File: config.mk
export PLATFORM = sky130hd
export DESIGN_NAME = fc_neuron_seq_flat
export DESIGN_NICKNAME = d
export VERILOG_FILES = /design/src/rtl/fc_neuron_seq_if.sv /design/src/rtl/fc_neuron_seq.sv /design/src/flat_wrapper.sv
export SDC_FILE = /design/constraint.sdc
export NUM_CORES = 1
export LEC_CHECK = 0
export CAP_MARGIN = 20
export CORE_AREA = 2 2 176 178
export CTS_BUF_LIST = sky130_fd_sc_hd__clkbuf_8
export DETAILED_ROUTE_END_ITERATION = 10
export DIE_AREA = 0 0 178 180
export PLACE_DENSITY = 0.72
export SYNTH_ARGS = -nofsm -noshare
export SYNTH_HDL_FRONTEND = slang
export SYNTH_SLANG_ARGS = --single-unit
File: constraint.sdc
create_clock -name clk -period 3.35 [get_ports clk]
set_input_delay 0.67 -clock clk [delete_from_list [all_inputs] [get_ports clk]]
set_output_delay 0.67 -clock clk [all_outputs]
set_load 0.02 [all_outputs]
File: src/rtl/fc_neuron_seq_if.sv
// Streaming handshake bundle for fc_neuron_seq.
// Beat input (valid/ready) and result output (valid/ready).
interface fc_neuron_seq_if #(
  parameter int WIDTH = 8,
  parameter int LANES = 4,
  parameter int ACC_W = 23
);
  logic                          in_valid;
  logic                          in_ready;
  logic [LANES-1:0][WIDTH-1:0]   in_x;
  logic [LANES-1:0][WIDTH-1:0]   in_w;
  logic signed [ACC_W-1:0]       bias;
  logic                          out_valid;
  logic                          out_ready;
  logic [ACC_W-1:0]              out_z;

  modport master (
    output in_valid, in_x, in_w, bias, out_ready,
    input  in_ready, out_valid, out_z
  );

  modport slave (
    input  in_valid, in_x, in_w, bias, out_ready,
    output in_ready, out_valid, out_z
  );
endinterface

File: src/rtl/fc_neuron_seq.sv
// Sequential fully-connected neuron: LANES MACs per beat,
// two-stage pipeline, bias on first beat, optional ReLU.
module fc_neuron_seq #(
  parameter int WIDTH   = 8,
  parameter int IN      = 128,
  parameter int LANES   = 4,
  parameter int RELU_EN = 1
) (
  input  logic            clk,
  input  logic            rst_n,
  fc_neuron_seq_if.slave  bus
);
  localparam int BEATS = IN / LANES;
  localparam int ACC_W = WIDTH * 2 + $clog2(IN);
  localparam int S1_W  = 2 * WIDTH + $clog2(LANES);
  localparam int CNT_W = (BEATS > 1) ? $clog2(BEATS) : 1;

  typedef enum logic [1:0] {ACC, FLUSH, OUT} state_e;

  state_e                  state_q, state_d;
  logic [CNT_W-1:0]        cnt_q, cnt_d;
  logic signed [S1_W-1:0]  sum_d;
  logic signed [S1_W-1:0]  s1_sum_q;
  logic signed [ACC_W-1:0] s1_bias_q;
  logic                    s1_vld_q, s1_first_q, s1_last_q;
  logic signed [ACC_W-1:0] acc_q;
  logic                    done_q;
  logic [ACC_W-1:0]        z_q;
  logic [ACC_W-1:0]        z_d;
  logic                    accept, first, last;
  logic                    in_ready, out_valid;

  assign accept = bus.in_valid && (state_q == ACC);
  assign first  = (cnt_q == '0);
  assign last   = (cnt_q == CNT_W'(BEATS - 1));
  assign cnt_d  = last ? '0 : cnt_q + 1'b1;

  // Lane products summed with sign extension to stage-1 width.
  always_comb begin
    logic signed [2*WIDTH-1:0] p;
    sum_d = '0;
    p     = '0;
    for (int i = 0; i < LANES; i++) begin
      p     = $signed({1'b0, bus.in_x[i]}) * $signed(bus.in_w[i]);
      sum_d = sum_d + S1_W'(p);
    end
  end

  // Beat counter advances only on accepted beats.
  always_ff @(posedge clk or negedge rst_n) begin
    if (!rst_n)      cnt_q <= '0;
    else if (accept) cnt_q <= cnt_d;
  end

  // Stage 1: register the beat sum with its first/last tags.
  always_ff @(posedge clk or negedge rst_n) begin
    if (!rst_n) begin
      s1_vld_q   <= 1'b0;
      s1_sum_q   <= '0;
      s1_bias_q  <= '0;
      s1_first_q <= 1'b0;
      s1_last_q  <= 1'b0;
    end else begin
      s1_vld_q <= accept;
      if (accept) begin
        s1_sum_q   <= sum_d;
        s1_bias_q  <= bus.bias;
        s1_first_q <= first;
        s1_last_q  <= last;
      end
    end
  end

  // Stage 2: accumulate, loading bias + sum on a first beat.
  always_ff @(posedge clk or negedge rst_n) begin
    if (!rst_n) begin
      acc_q  <= '0;
      done_q <= 1'b0;
    end else begin
      done_q <= s1_vld_q && s1_last_q;
      if (s1_vld_q) begin
        if (s1_first_q) acc_q <= s1_bias_q + ACC_W'(s1_sum_q);
        else            acc_q <= acc_q + ACC_W'(s1_sum_q);
      end
    end
  end

  assign z_d = (RELU_EN != 0 && acc_q[ACC_W-1]) ? '0 : acc_q;

  // Result register loads once the final sum is accumulated.
  always_ff @(posedge clk or negedge rst_n) begin
    if (!rst_n)                        z_q <= '0;
    else if (state_q == FLUSH && done_q) z_q <= z_d;
  end

  // FSM state register.
  always_ff @(posedge clk or negedge rst_n) begin
    if (!rst_n) state_q <= ACC;
    else        state_q <= state_d;
  end

  // FSM next state and handshake outputs.
  always_comb begin
    state_d   = state_q;
    in_ready  = 1'b0;
    out_valid = 1'b0;
    unique case (state_q)
      ACC: begin
        in_ready = 1'b1;
        if (accept && last) state_d = FLUSH;
      end
      FLUSH: begin
        if (done_q) state_d = OUT;
      end
      OUT: begin
        out_valid = 1'b1;
        if (bus.out_ready) state_d = ACC;
      end
      default: state_d = ACC;
    endcase
  end

  assign bus.in_ready  = in_ready;
  assign bus.out_valid = out_valid;
  assign bus.out_z     = z_q;
endmodule

File: src/flat_wrapper.sv
// flat-port wrapper written by rule: the top's interface ports become plain ports
module fc_neuron_seq_flat 
#(
  parameter int WIDTH   = 8,
  parameter int IN      = 128,
  parameter int LANES   = 4,
  parameter int RELU_EN = 1
)
  (clk, rst_n, bus_in_valid, bus_in_x, bus_in_w, bus_bias, bus_out_ready, bus_in_ready, bus_out_valid, bus_out_z);
  fc_neuron_seq_if #(.WIDTH(WIDTH), .LANES(LANES), .ACC_W((2 * WIDTH + $clog2(IN)))) bus_i ();
  input  logic clk;
  input  logic rst_n;
  input wire logic [$bits(bus_i.in_valid)-1:0] bus_in_valid;
  input wire logic [$bits(bus_i.in_x)-1:0] bus_in_x;
  input wire logic [$bits(bus_i.in_w)-1:0] bus_in_w;
  input wire logic [$bits(bus_i.bias)-1:0] bus_bias;
  input wire logic [$bits(bus_i.out_ready)-1:0] bus_out_ready;
  output wire logic [$bits(bus_i.in_ready)-1:0] bus_in_ready;
  output wire logic [$bits(bus_i.out_valid)-1:0] bus_out_valid;
  output wire logic [$bits(bus_i.out_z)-1:0] bus_out_z;
  assign bus_i.in_valid = bus_in_valid;
  assign bus_i.in_x = bus_in_x;
  assign bus_i.in_w = bus_in_w;
  assign bus_i.bias = bus_bias;
  assign bus_i.out_ready = bus_out_ready;
  assign bus_in_ready = bus_i.in_ready;
  assign bus_out_valid = bus_i.out_valid;
  assign bus_out_z = bus_i.out_z;
  fc_neuron_seq #(.WIDTH(WIDTH), .IN(IN), .LANES(LANES), .RELU_EN(RELU_EN)) u_core (.clk(clk), .rst_n(rst_n), .bus(bus_i));
endmodule
==> metrics.yaml <==
logic_synthesis:
  syn-cell-area_sq_um: 14900
  yosys_register_bits: 97
  synth-warning-count: 0
  synth_commonest_cells: "303 x inv_1, 241 x nand2_1, 202 x ha_1"
  synth_top_area_share_pct: 24.4
  seq_area_frac_synth_pct: 16.3
  syn-instance-count: 1675
  ys_types: 72
  avgSynthCellArea_sq_um: 8.91
  synth_top_cell_by_area: "fa_1"
  synth_area_leaders: "fa_1 24%, ha_1 17%, dfrtp_1 16%, inv_1 7.6%, and2_1 6.4%"
  synth_edf_count: 0
  synth-main-ff-cell: "dfrtp_1"
  synth_nets: 2150
  yosysMostFrequentCell: "inv_1"
  ys_async_sr_fraction_pct: 100
timing:
  finalSetupTns_ps: -35770
  hold_violations: 0
  worst_pin_slew_ps: 691
  finalCriticalPeriod_ps: 6670
  setup_viol: 15
  setup_ws_ps: -3320
  slew_viol_final: 0
  slew_headroom_pct: 53.8
  rsz0062_at_grt: "true"
  post-route-period-util_pct: 199
  skew_ps: 7.80
  timing.hold.ws_ps: 306
  fmax_ghz: 0.150
cts:
  cts_sinks: 97
  root_buffer: "clkbuf_8"
  h-tree-depth: 3
  clk_path_buf_depth: 2
  cts_inserted_buffers: 9
  clkTransAtPathRegs_ps: 90
  cts_tree: "built"
  clk_latency_ps: 380
worst_setup_path:
  cp_common_cell: "fa_1"
  cp_max_fo: 4
  crit_arrival_ps: 6950
  end_kind: "flip-flop"
  worst_setup_path_start_kind: "input port"
  slowest_delay_ps: 560
  rr_worst_depth: 11
  startpoint: "bus_in_w[31]"
  cp-endpoint: "u_core.s1_sum_q[16]"
  required_ps: 3630
  r2r-start: "u_core.s1_first_q"
  reg2reg_to: "u_core.acc_q[20]"
  crit_slowest_cell: "fa_1"
  path_class: "input port to flip-flop"
  r2r_slack_ps: 120
routing:
  drc: 0
  drtIter0Drc: 518
  viasPerCell: 5.08
  ant_nets: 0
  routedWlPerCell_um: 14.8
  routed_wl_um: 35600
  num_vias: 12200
  firstDrtPassIters: 5
status:
  status: "finished, violations left"
  violations: "negative setup slack"
final_layout:
  antenna_cells: 0
  final_area_sq_um: 19800
  area_growth_pct: 32.5
  fin_nets: 2485
  drive_above_1_share_pct: 28.9
floorplanning:
  std_cell_rows: 64
  io_pins: 116
  start_util_pct: 49.4
  core_sq_um: 30200
  die_h_um: 180
  die_area_sq_um: 32000
  fp.dieW_um: 178
placement:
  port_buffers: 114
  dpl_cell_area_sq_um: 18500
  place_ws_ps: -4110
  gp_congestion: 0.894
  hpwl_um: 28800
global_routing:
  gr-total-overflow: 0
  grt_pass1_vias: 13300
  globalRouteTotalUtil_pct: 23.1
  antenna_found_initial: 0
  grt_max_degree: 52
  grt_first_pass_wirelength_um: 61200
min_path:
  hp-class: "input port to asynchronous set/reset pin"
run:
  max-cap-violations: 0
==> cell families after synthesis <==
kind of cell,count (synthesis),synth area share (%)
multiplexers,35,2.62
adder cells (fa/ha/maj),384,41.3
buffers and inverters,333,8.41
AND/OR/NAND/NOR,524,16.8
other,1,0.0251
AO/OA/AOI/OAI,223,9.94
flip-flops,97,16.3
XOR/XNOR,78,4.58
==> critical path, delay by kind of cell <==
kind                     cells  cell delay [ps]
XOR/XNOR                     1               60
AND/OR/NAND/NOR              6              840
adder cells (fa/ha/maj)      8             3650
AO/OA/AOI/OAI                5              870
buffers and inverters       10              840
==> cell type report <==
type                    count  area [sq um]
clock buffers               9           124
multi-input cells        1245         12500
clock inverters             6          30.0
inverters                 304          1150
fillers                  2383         10400
flip-flops and latches     97          2430
repair buffers            353          3020
well taps                 396           495
==> registers in the layout (all words and copies together), names as in the netlist, 2 cells and up <==
register,count
u_core.acc_q,23
u_core.bus.out_z,22
u_core.cnt_q,5
u_core.s1_bias_q,23
u_core.s1_sum_q,18
u_core.state_q,2
==> cell usage in the layout, fill, tap and decap left out, drive strengths merged, types with 7 or more instances in the layout <==
| cell type | netlist | layout |
|---|---|---|
| clkbuf | 26 | 9 |
| xnor2 | 50 | 50 |
| o21ai | 65 | 65 |
| nor2 | 67 | 67 |
| mux2 | 33 | 33 |
| dfrtp | 97 | 97 |
| o21bai | 10 | 10 |
| nand2b | 16 | 16 |
| o21a | 10 | 10 |
| a21o | 31 | 31 |
| xor2 | 28 | 28 |
| inv | 303 | 303 |
| nand2 | 241 | 241 |
| ha | 202 | 202 |
| dlygate4sd2 | 0 | 10 |
| a211oi | 7 | 7 |
| fa | 182 | 182 |
| and2 | 152 | 152 |
| nand3 | 10 | 10 |
| clkdlybuf4s50 | 0 | 51 |
| buf | 3 | 284 |
| nor3 | 10 | 10 |
| a21oi | 57 | 57 |
| o31ai | 8 | 8 |
==> per-stage QoR <==
step           cells  utilization (%)
2_1_floorplan   1675                -
3_3_place_gp    2364             61.2
3_5_place_dp    2364             61.2
4_1_cts         2409             64.8
5_1_grt         2410             65.5
6_report        2410             65.5
==> routing by layer <==
| metal | routed length [um] | up-vias | global-route usage, % |
|---|---|---|---|
| li1 | - | 5977 | - |
| met1 | 15300 | 5994 | 29.7 |
| met2 | 18400 | 225 | 42.2 |
| met3 | 1010 | 49 | 1.35 |
| met4 | 791 | 0 | 5.57 |
| met5 | 0 | - | 0 |
==> repair_timing <==
action / 4_1_cts / 5_1_grt
hold buffers: 0 / 0
pin swaps: 142 / 77
gates resized for setup: 421 / 65
setup buffers: 32 / 10
setup endpoints to repair: 17 / 19
endpoints found under the hold margin: 0 / 0
==> worst min path at each step <==
stage                          start             endpoint  slack [ps]  cells after the start
CTS                            rst_n  u_core.bus.out_z[2]         330                      1
floorplan                      rst_n      u_core.acc_q[0]         370                      0
finish                         rst_n  u_core.bus.out_z[2]         310                      1
global route                   rst_n  u_core.bus.out_z[2]         360                      1
detailed placement  u_core.s1_last_q     u_core.s1_last_q         450                      2
global placement    u_core.s1_last_q     u_core.s1_last_q         450                      2
Power is not shown: default switching activity piles up to over one toggle a cycle in this logic, so the estimate is an artifact.
